==> config.mk <==
export PLATFORM = sky130hd
export DESIGN_NAME = distance_counter
export DESIGN_NICKNAME = d
export VERILOG_FILES = /design/src/rtl/distance_pkg.sv /design/src/rtl/bcd_digit_dec.sv /design/src/rtl/distance_counter.sv
export SDC_FILE = /design/constraint.sdc
export NUM_CORES = 1
export LEC_CHECK = 0
export BUFFER_PORTS_ARGS = -buffer_cell sky130_fd_sc_hd__buf_4
export CAP_MARGIN = 20
export CORE_ASPECT_RATIO = 0.75
export CORE_UTILIZATION = 54
export DETAILED_ROUTE_END_ITERATION = 8
export GPL_TIMING_DRIVEN = 0
export HOLD_SLACK_MARGIN = 0.06
export PLACE_DENSITY = 0.88
export SYNTH_ARGS = -nofsm -noshare
export SYNTH_HDL_FRONTEND = slang
export SYNTH_SLANG_ARGS = --single-unit
==> constraint.sdc <==
create_clock -name i_clk -period 2.4 [get_ports i_clk]
set_clock_uncertainty 0.05 [all_clocks]
set_input_delay 0.12 -clock i_clk [delete_from_list [all_inputs] [get_ports i_clk]]
set_output_delay 0.12 -clock i_clk [all_outputs]
set_load 0.1 [all_outputs]
==> src/rtl/distance_pkg.sv <==
// Shared types and defaults for the distance countdown display block.
package distance_pkg;

   typedef struct packed {
      logic [3:0] hundreds;
      logic [3:0] tens;
      logic [3:0] units;
   } bcd3_t;

   typedef enum logic [1:0] {
      ST_IDLE,
      ST_RUN,
      ST_PAUSE,
      ST_DONE
   } state_e;

   localparam int unsigned FRAME_DIV_DEF = 80;
   localparam logic [11:0] START_BCD_DEF = 12'h200;
   localparam logic [11:0] WARN_BCD_DEF  = 12'h050;

   // Non-decimal nibbles saturate to 9 so the counter always holds legal BCD.
   function automatic bcd3_t clamp_bcd(input logic [11:0] raw);
      bcd3_t r;
      r = bcd3_t'(raw);
      if (r.hundreds > 4'd9) r.hundreds = 4'd9;
      if (r.tens > 4'd9)     r.tens     = 4'd9;
      if (r.units > 4'd9)    r.units    = 4'd9;
      return r;
   endfunction

endpackage

==> src/rtl/bcd_digit_dec.sv <==
// Single BCD digit decrement with borrow chain; chained three times by distance_counter.
module bcd_digit_dec (
   input  logic [3:0] i_digit,
   input  logic       i_borrow,
   output logic [3:0] o_digit,
   output logic       o_borrow
);

   always_comb begin
      o_digit  = i_digit;
      o_borrow = 1'b0;
      if (i_borrow) begin
         if (i_digit == 4'd0) begin
            o_digit  = 4'd9;
            o_borrow = 1'b1;
         end else begin
            o_digit = i_digit - 4'd1;
         end
      end
   end

endmodule

==> src/rtl/distance_counter.sv <==
// Frame-paced 3-digit BCD countdown with latest-value handshake to a renderer.
// Optional warning output enabled by macro DIST_WARN_EN.
module distance_counter
   import distance_pkg::*;
#(
   parameter int unsigned FRAME_DIV = FRAME_DIV_DEF,
   parameter logic [11:0] START_BCD = START_BCD_DEF
`ifdef DIST_WARN_EN
   ,parameter logic [11:0] WARN_BCD = WARN_BCD_DEF
`endif
) (
   input  logic        i_clk,
   input  logic        i_rst,
   input  logic        i_v_sync,
   input  logic        i_start,
   input  logic        i_load,
   input  logic [11:0] i_load_bcd,
   input  logic        i_pause,
   input  logic        i_ready,
   output logic [3:0]  o_hundreds,
   output logic [3:0]  o_tens,
   output logic [3:0]  o_units,
   output logic        o_valid,
   output logic        o_busy,
   output logic        o_done
`ifdef DIST_WARN_EN
   ,output logic       o_warn
`endif
);

   localparam logic [7:0] DIV_LAST = 8'(FRAME_DIV - 1);

   logic   sync1_q, sync1_d;
   logic   sync2_q, sync2_d;
   logic   sync3_q, sync3_d;
   state_e state_q, state_d;
   bcd3_t  digits_q, digits_d;
   logic [7:0] frame_q, frame_d;
   logic   valid_q, valid_d;
   logic   busy_q, busy_d;
   logic   done_q, done_d;
`ifdef DIST_WARN_EN
   logic   warn_q, warn_d;
`endif

   logic   tick;
   logic   changed;
   bcd3_t  dec_val;
   logic   borrow_u, borrow_t, borrow_h;

   assign tick = sync2_q & ~sync3_q;

   bcd_digit_dec u_dec_units (
      .i_digit  (digits_q.units),
      .i_borrow (1'b1),
      .o_digit  (dec_val.units),
      .o_borrow (borrow_u)
   );

   bcd_digit_dec u_dec_tens (
      .i_digit  (digits_q.tens),
      .i_borrow (borrow_u),
      .o_digit  (dec_val.tens),
      .o_borrow (borrow_t)
   );

   bcd_digit_dec u_dec_hundreds (
      .i_digit  (digits_q.hundreds),
      .i_borrow (borrow_t),
      .o_digit  (dec_val.hundreds),
      .o_borrow (borrow_h)
   );

   always_comb begin
      sync1_d  = i_v_sync;
      sync2_d  = sync1_q;
      sync3_d  = sync2_q;
      state_d  = state_q;
      digits_d = digits_q;
      frame_d  = frame_q;
      changed  = 1'b0;

      if (i_start) begin
         digits_d = clamp_bcd(i_load ? i_load_bcd : START_BCD);
         frame_d  = '0;
         changed  = 1'b1;
         state_d  = (digits_d == '0) ? ST_DONE : ST_RUN;
      end else begin
         unique case (state_q)
            ST_RUN: begin
               if (i_pause) begin
                  state_d = ST_PAUSE;
               end else if (tick) begin
                  if (frame_q == DIV_LAST) begin
                     frame_d = '0;
                     // A hundreds borrow would mean wrapping below 000; never let that through.
                     if (!borrow_h) begin
                        digits_d = dec_val;
                        changed  = 1'b1;
                        if (dec_val == '0) state_d = ST_DONE;
                     end
                  end else begin
                     frame_d = frame_q + 8'd1;
                  end
               end
            end
            ST_PAUSE: begin
               if (!i_pause) state_d = ST_RUN;
            end
            default: ;
         endcase
      end

      valid_d = changed | (valid_q & ~i_ready);
      busy_d  = (state_d == ST_RUN) || (state_d == ST_PAUSE);
      done_d  = (state_d == ST_DONE);
`ifdef DIST_WARN_EN
      warn_d  = (digits_d < bcd3_t'(WARN_BCD)) && (state_d != ST_IDLE);
`endif
   end

   always_ff @(posedge i_clk) begin
      if (i_rst) begin
         sync1_q  <= 1'b0;
         sync2_q  <= 1'b0;
         sync3_q  <= 1'b0;
         state_q  <= ST_IDLE;
         digits_q <= bcd3_t'(START_BCD);
         frame_q  <= '0;
         valid_q  <= 1'b1;
         busy_q   <= 1'b0;
         done_q   <= 1'b0;
`ifdef DIST_WARN_EN
         warn_q   <= 1'b0;
`endif
      end else begin
         sync1_q  <= sync1_d;
         sync2_q  <= sync2_d;
         sync3_q  <= sync3_d;
         state_q  <= state_d;
         digits_q <= digits_d;
         frame_q  <= frame_d;
         valid_q  <= valid_d;
         busy_q   <= busy_d;
         done_q   <= done_d;
`ifdef DIST_WARN_EN
         warn_q   <= warn_d;
`endif
      end
   end

   assign o_hundreds = digits_q.hundreds;
   assign o_tens     = digits_q.tens;
   assign o_units    = digits_q.units;
   assign o_valid    = valid_q;
   assign o_busy     = busy_q;
   assign o_done     = done_q;
`ifdef DIST_WARN_EN
   assign o_warn     = warn_q;
`endif

endmodule

Word level (Yosys, flattened, before mapping):

Cells that the tools add are included.

* register bits after elaboration: 28
* input bits: 19
* output and inout bits: 15
* word-level logic and storage cells: 83

* add/sub/neg operators: 4
* magnitude comparators: 3
* equality and inequality tests: 8
* multiplexer cells: 39
* bitwise operators: 6
* reductions and logical operators: 12

Operators with widths (number)
* two-way mux 12 bit: 7
* two-way mux 4 bit: 11
* logical NOT 12 bit: 2
* two-way mux 2 bit: 8
* greater-than comparator 4 bit (second input constant): 3
* logical NOT 4 bit: 3
* subtractor 4 x 1 -> 4 bit (second input constant): 3
* two-way mux 1 bit: 11
* adder 8 x 1 -> 8 bit (second input constant): 1
* equality test 8 x 7 -> 1 bit (second input constant): 1
* two-way mux 8 bit: 1
* equality test 2 bit (second input constant): 3
* nonzero test 2 bit: 3
* AND reduction 5 bit: 1
* equality test 2 x 1 -> 1 bit (second input constant): 2
* != test 2 bit (second input constant): 2
* one-hot mux 2 bit (2 select lines): 1
* inverter 1 bit: 3
* AND reduction 3 bit: 1
* AND 1 bit: 2
* OR reduction 2 bit: 1
* logical OR 1 bit: 1
* bitwise OR 1 bit: 1

Depth between registers and ports, before layout:

Gate-level depths: netlist of the first run.

* word-level depth: 14
* mapped depth: 9
* gate-level depth less buffers: 8

Cells and area by module:

From an unflattened synthesis of the first run, not the netlist that was laid out.

* cell total of the unflattened synthesis: 205
* area, all modules: 1776.7 µm²

By module, submodules not included
* distance_counter: times used 1, cells each 172, area an instance 1540.2 µm², sequential area each 560.5 µm²
* bcd_digit_dec: times used 3, cells each 11, area an instance 78.8 µm², sequential area each 0.0 µm²

Worst setup path before layout of the first run:

OpenSTA, ideal clock, no wires.

* path type: register to register
* from: register digits_q (netlist bit o_units[0])
* to: register busy_q (netlist: o_busy)
* library setup time: 0.114 ns
* arrival time: 2.514 ns
* slack: -0.278 ns
* cell stages (with the launch flop): 7
* path buffers: 0
* cells stage by stage: dfxtp_1 or4_4 xnor2_1 or4_1 nand2_1 ha_1 nor2b_1

* longest elaborated chain between the ends: 14
* elaborated cells on any way between the ends: 19
* those cells by class: 1 x add/sub; 2 x eq/ne; 13 x mux; 3 x reduce/logical

RTL lines
* from (decl): RTL line distance_counter.sv:37 `bcd3_t digits_q, digits_d;`
* from (signal assigned): RTL line distance_counter.sv:128 `digits_q <= bcd3_t'(START_BCD);`
* from (signal assigned): RTL line distance_counter.sv:141 `digits_q <= digits_d;`
* branches (longest 6 deep; another with subtractor 4 x 1 -> 4 bit)
* two-way mux 2 bit (*): RTL line distance_counter.sv:97 `if (!borrow_h) begin`
* two-way mux 2 bit (*): RTL line distance_counter.sv:94 `if (frame_q == DIV_LAST) begin`
* two-way mux 2 bit (*): RTL line distance_counter.sv:93 `end else if (tick) begin`
* two-way mux 2 bit (*): RTL line distance_counter.sv:91 `if (i_pause) begin`
* one-hot mux 2 bit (2 select lines) (*): RTL line distance_counter.sv:89 `unique case (state_q)`
* two-way mux 2 bit (*): RTL line distance_counter.sv:83 `if (i_start) begin`
* equality test 2 x 1 -> 1 bit / equality test 2 bit (equally long branches): RTL line distance_counter.sv:115 `busy_d = (state_d == ST_RUN) || (state_d == ST_PAUSE);`
* logical OR 1 bit (*): RTL line distance_counter.sv:115
* named net busy_d: RTL line distance_counter.sv:40 `logic busy_q, busy_d;`
* to (signal assigned): RTL line distance_counter.sv:144 `busy_q <= busy_d;`
* to (decl): RTL line distance_counter.sv:40

Mark *: on every way through the listed nets, which the timed path passes.
A chain may end at the register's enable or synchronous reset.

Final worst setup path of the first run:

Same ends and word-level chain as after synthesis.

==> results by group, run 1 <==
Global routing
  • Met3 Use GR: 5.61%
  • Grt peak-use layer: met2
  • Vias in the first global route: 1485
  • Initial antenna violation count: 0
  • Overflow after GRT: 0
  • Grt met2 use: 43.1%
  • Tot GR Track Use: 27.4%
  • First-pass GRT wire length: 6.82 mm
  • GR Util met1: 37.7%
  • Largest net degree at the start of global routing: 17

Power and ir drop
  • Psw: 0.343 mW
  • Logic pwr share: 22.4%
  • P_int: 0.793 mW
  • Sequential power share: 44.3%
  • Clk network pwr share: 33.4%
  • Sw frac: 30.2%
  • Max VDD drop: 0.000461 V
  • Total Power: 1.14 mW
  • P_leak: 0.817 nW
  • Pwr dens: 558 nW/um2

Flow run
  • Max Cap Viol: 0

Logic synthesis
  • Dominant cell type by area after synthesis: dfxtp_1
  • #FFs+latches synth: 28
  • Post-Syn Instances: 180
  • Ys Warns: 0
  • Syn_area_per_cell: 8.87 um2
  • Main synth FF type: dfxtp_1
  • Synth top area cells: dfxtp_1 35%, nor2_1 4.0%, nand2_1 3.3%
  • Post-synth EDFFs: 0
  • Mapped cell area: 1600 um2
  • Unique masters post-synth: 55
  • Register area share after synthesis: 35.1%
  • Area share of the leading cell type in the synthesized netlist: 35.1%
  • Synth async-reset ratio: 0%
  • Cell with the most instances after synthesis: dfxtp_1
  • Most frequent cells after synthesis: 28 x dfxtp_1, 17 x nor2_1, 14 x nand2_1
  • Mapped Nets: 203

Final layout
  • Final cell count without fillers: 259
  • Layout area overhead: 27.5%
  • Ant diodes: 0
  • Share of cells above drive strength 1: 24.2%
  • Final Core Density: 75.3%
  • Final net count: 247

Drt
  • DR vias/cell: 6.05
  • Final wirelength: 4.05 mm
  • Iter 0 DRT Violations: 84
  • Post-route antenna net violation count: 0
  • DRC viols: 0
  • Via Count: 1568
  • Routed wire length per instance: 15.6 um
  • DRT Pass-1 Iters: 4

STA
  • Finish-stage setup viols: 0
  • Endpoints failing hold: 0
  • Setup_tns: 0 ps
  • Min Tclk post-route: 2270 ps
  • Relative slew slack: 68.0%
  • Period utilisation layout: 94.7%
  • RSZ-0062 raised after global routing: no
  • Worst-margin pin slew: 478 ps
  • Peak Freq: 0.440 GHz
  • Max-slew violations: 0

Die
  • Num ports: 34
  • Initial Util: 59.1%
  • DIE AREA: 3180 um2
  • Core area: 2700 um2
  • DIE HEIGHT: 49.1 um
  • Die Span X: 64.8 um
  • Rows: 16

Worst hold path
  • Hold Crit Class: input pin to flop

Critical path
  • Worst Setup Start Kind: flop
  • Arr. time, crit path: 2420 ps
  • CP Capture Type: flop
  • Crit Path Class: flop to flop
  • CP max FO: 10
  • WP data required: 2550 ps

Clock tree
  • Hold_buf cts: 7
  • CTS Buf Count: 3
  • H-tree levels: 1
  • Root buf cell: clkbuf_8
  • CTS tree: built
  • Post-CTS sizing: 0
  • Clock-pin slew on the worst setup and hold paths: 100 ps
  • Post-CTS setup buffer count: 0
  • TritonCTS Sinks: 28
  • CTS max path bufs: 2
  • Clock Latency Late Sink: 290 ps

Outcome
  • Status: complete, no violations

Placement
  • I/O Buffers: 32
  • GP Congestion: 0.915
  • Post-Place Cells: 248
  • Dpl hpwl: 2.90 mm
[area by class of cell]
type	count	area (um2)
Buffer	6	56.3
Clock buffer	3	41.3
Clock inverter	1	30.0
Fill cell	195	667
Inverter	7	26.3
Multi-Input combinational cell	139	958
Sequential cell	28	568
Tap cell	36	45.0
Timing Repair Buffer	39	310
[cells in the final DEF, fill, tap and decap left out, types with 2 or more instances in the layout]
| master | instances |
|---|---|
| xnor2_1 | 5 |
| nor2_1 | 17 |
| and3_1 | 3 |
| xor2_1 | 6 |
| nor2b_1 | 7 |
| inv_1 | 7 |
| a21oi_1 | 9 |
| dfxtp_1 | 24 |
| or4_4 | 2 |
| o31ai_1 | 3 |
| or4_1 | 3 |
| dfxtp_2 | 3 |
| nor4_1 | 4 |
| nor3_1 | 4 |
| buf_4 | 33 |
| o21bai_1 | 2 |
| nand2_1 | 14 |
| a21o_1 | 3 |
| nand3_1 | 2 |
| o21a_1 | 5 |
| nor4_2 | 2 |
| ha_1 | 4 |
| and4_1 | 3 |
| mux2i_1 | 2 |
| clkbuf_8 | 4 |
| o21ai_0 | 8 |
| nand4_1 | 4 |
| dlygate4sd3_1 | 7 |
| o21ai_1 | 2 |
[state kept, by name (all words and copies together), names as in the netlist, named ones only]
register    flops
frame_q         8
o_hundreds      4
o_tens          4
o_units         4
o_busy          1
o_done          1
o_valid         1
state_q         1
sync1_q         1
sync2_q         1
sync3_q         1
[worst paths after layout]
kind,end,cells after the start,slack [ps],start
worst max-delay path,o_busy,6,130,o_units[0]
worst min-delay path,o_tens[2],3,60,i_load_bcd[6]
worst max register to register,o_busy,6,130,o_units[0]
worst min register to register,sync2_q,1,420,sync1_q
[layer usage]
| layer | up-vias | routed length, um | share of wire (%) |
|---|---|---|---|
| li1 | 750 | - | - |
| met1 | 743 | 1840 | 45 |
| met2 | 69 | 1900 | 47 |
| met3 | 6 | 266 | 6.6 |
| met4 | 0 | 45 | 1.1 |
| met5 | - | 0 | 0 |
[worst max-delay path: stages (launching register included)]
cell and delay [ps]:
dfxtp_4 390, or4_4 600, xnor2_1 170, or4_1 530, nand2_1 90, ha_1 220
nor2b_1 120
[cells by family after synthesis]
logic type,Yosys count,share of synthesized area (%)
XOR/XNOR,11,6.03
buffers and inverters,13,5.17
multiplexers,3,1.96
AO/OA/AOI/OAI,43,17.8
adder cells (fa/ha/maj),4,3.13
AND/OR/NAND/NOR,78,30.8
flip-flops,28,35.1
[power by group through the flow]
stage,combinational (mW),clock (mW),sequential (mW)
floorplan,0.0866,0,0.595
global placement,0.236,0,0.512
detailed placement,0.240,0,0.513
CTS,0.251,0.381,0.502
global route,0.267,0.401,0.506
finish,0.254,0.379,0.503
[stage by stage]
step / hold slack [ps] / worst slack (ps) / instance area, um2
2_1_floorplan: 180 / 7.78 / 1610
3_3_place_gp: 293 / 165 / 1890
3_5_place_dp: 294 / 152 / 1890
4_1_cts: 61.4 / 137 / 2040
5_1_grt: 79.9 / 27.6 / 2040
6_report: 57.8 / 127 / 2040
Power figures use the tool's default switching activity.
==> inputs of run 2 (changes only) <==
Settings changed: CELL_PAD_IN_SITES_DETAIL_PLACEMENT from default to 0, CELL_PAD_IN_SITES_GLOBAL_PLACEMENT from default to 2, CORE_UTILIZATION 54 to 32, GPL_ROUTABILITY_DRIVEN from default to 0, PLACE_DENSITY 0.88 to 0.87.
==> results by group, run 2 (same netlist as run 1, synthesis figures left out) <==
Flow run
  • Max Cap Viol: 0

Clock tree
  • Clock-pin slew on the worst setup and hold paths: 100 ps
  • H-tree levels: 1
  • TritonCTS Sinks: 28
  • CTS tree: built
  • CTS max path bufs: 2
  • Clock Latency Late Sink: 280 ps
  • CTS Buf Count: 3
  • Post-CTS setup buffer count: 0
  • Root buf cell: clkbuf_8

Final layout
  • Fillcell total: 483
  • Max reg flops: 8
  • Final Core Density: 45.0%
  • Layout area overhead: 30.4%
  • Most common cell after layout, fill and taps aside: buf_4
  • Most frequent cells in the layout: 33 x buf_4, 24 x dfxtp_1, 17 x nor2_1
  • Share of cells above drive strength 1: 24.0%
  • Final net count: 249
  • Top reg by flops: frame_q
  • Ant diodes: 0

Critical path
  • Top delay family on crit path: simple AND/OR/NAND/NOR gates
  • Largest stage delay, worst path: 590 ps
  • CP Capture Type: flop
  • Arr. time, crit path: 2410 ps
  • WP data required: 2540 ps
  • Crit Path Class: flop to flop
  • R2R cell count: 6
  • Worst Setup Start Kind: flop
  • Buffers and inverters on the worst path: 0
  • WP depth: 6
  • CP max FO: 10
  • Cell at the slowest stage of the critical path: or4_4
  • Cell chain of the critical path: or4_4, xnor2_1, or4_1, nand2_1, ha_1, nor2b_1

Global routing
  • Largest net degree at the start of global routing: 17
  • Initial antenna violation count: 0
  • Vias in the first global route: 1342
  • Tot GR Track Use: 16.3%
  • Overflow after GRT: 0
  • First-pass GRT wire length: 6.93 mm

STA
  • Min Tclk post-route: 2270 ps
  • Max-slew violations: 0
  • RSZ-0062 raised after global routing: no
  • Finish-stage setup viols: 0
  • Setup_tns: 0 ps
  • Period utilisation layout: 94.6%
  • Peak Freq: 0.441 GHz
  • Worst-margin pin slew: 465 ps
  • Relative slew slack: 68.9%
  • Worst setup margin: 131 ps
  • Endpoints failing hold: 0

Worst hold path
  • Hold Crit Class: input pin to flop
  • Hold depth: 3

Outcome
  • Status: complete, no violations

Drt
  • Via Count: 1488
  • Post-route antenna net violation count: 0
  • Routed wire length per instance: 14.4 um
  • Final wirelength: 4.07 mm
  • DRC viols: 0
  • Iter 0 DRT Violations: 98
  • DR vias/cell: 5.28
  • DRT Pass-1 Iters: 4

Power and ir drop
  • Pwr dens: 544 nW/um2
  • Max VDD drop: 0.000243 V
  • P_leak: 0.825 nW

Die
  • Core area: 4620 um2
  • DIE AREA: 5280 um2
  • Initial Util: 34.5%
  • DIE HEIGHT: 63.2 um
  • Rows: 21
  • Num ports: 34
  • Die Span X: 83.6 um

Placement
  • Dpl ws: 147 ps
  • Dpl hpwl: 3.12 mm
  • I/O Buffers: 32
==> run 2: cell types whose count changed in the layout (fill, tap and decap cells not counted), sizes merged <==
cell / delta
dlygate4sd3: +2
==> run 2: final timing paths <==
kind,startpoint,end,slack (ps)
max reg2reg,o_units[0],o_busy,130
min reg2reg,sync1_q,sync2_q,410
max,o_units[0],o_busy,130
min,i_load_bcd[8],o_hundreds[0],110
==> run 2: metal layers <==
layer  track usage, %  part of all wire, %  up-vias
met4             3.18                 0.69        0
met5                0                    0        -
met3             3.93                  5.3        4
li1                 -                    -      758
met1             25.0                   54      687
met2             22.9                   40       39
==> run 2: power by group <==
| part | leakage [nW] | total [mW] | switching [mW] | internal, mW |
|---|---|---|---|---|
| clock | 0.0357 | 0.376 | 0.152 | 0.224 |
| combinational | 0.559 | 0.254 | 0.163 | 0.0905 |
| sequential | 0.231 | 0.503 | 0.0223 | 0.480 |
| total | 0.825 | 1.13 | 0.338 | 0.794 |
==> run 2: stage by stage <==
stage                     cells  area [um2]  power, mW  hold WS (ps)
after global placement      269        1920      0.756           288
after global routing        282        2080       1.19           110
after detailed placement    269        1920      0.756           288
after floorplan             180        1610      0.681           180
final                       282        2080       1.13           105
after CTS                   282        2080       1.14           107
==> run 2: layout make-up <==
type	count	area, um2	share of cell area [%]
Sequential cell	28	568	27.3
Tap cell	57	71.3	3.43
Inverter	7	26.3	1.26
Clock buffer	3	41.3	1.98
Timing Repair Buffer	41	330	15.9
Buffer	6	56.3	2.70
Clock inverter	1	30.0	1.44
Multi-Input combinational cell	139	958	46.0
==> run 2: worst min-delay path: stages <==
cell and delay (ps):
buf_4 90, o2111ai_1 120, o21ai_0 70
==> run 2: what timing repair did <==
item                                    in CTS  in global routing
gates resized for setup                      0                  0
endpoints found under the hold margin        9                  0
endpoints found under the setup margin       0                  0
hold buffers                                 9                  0
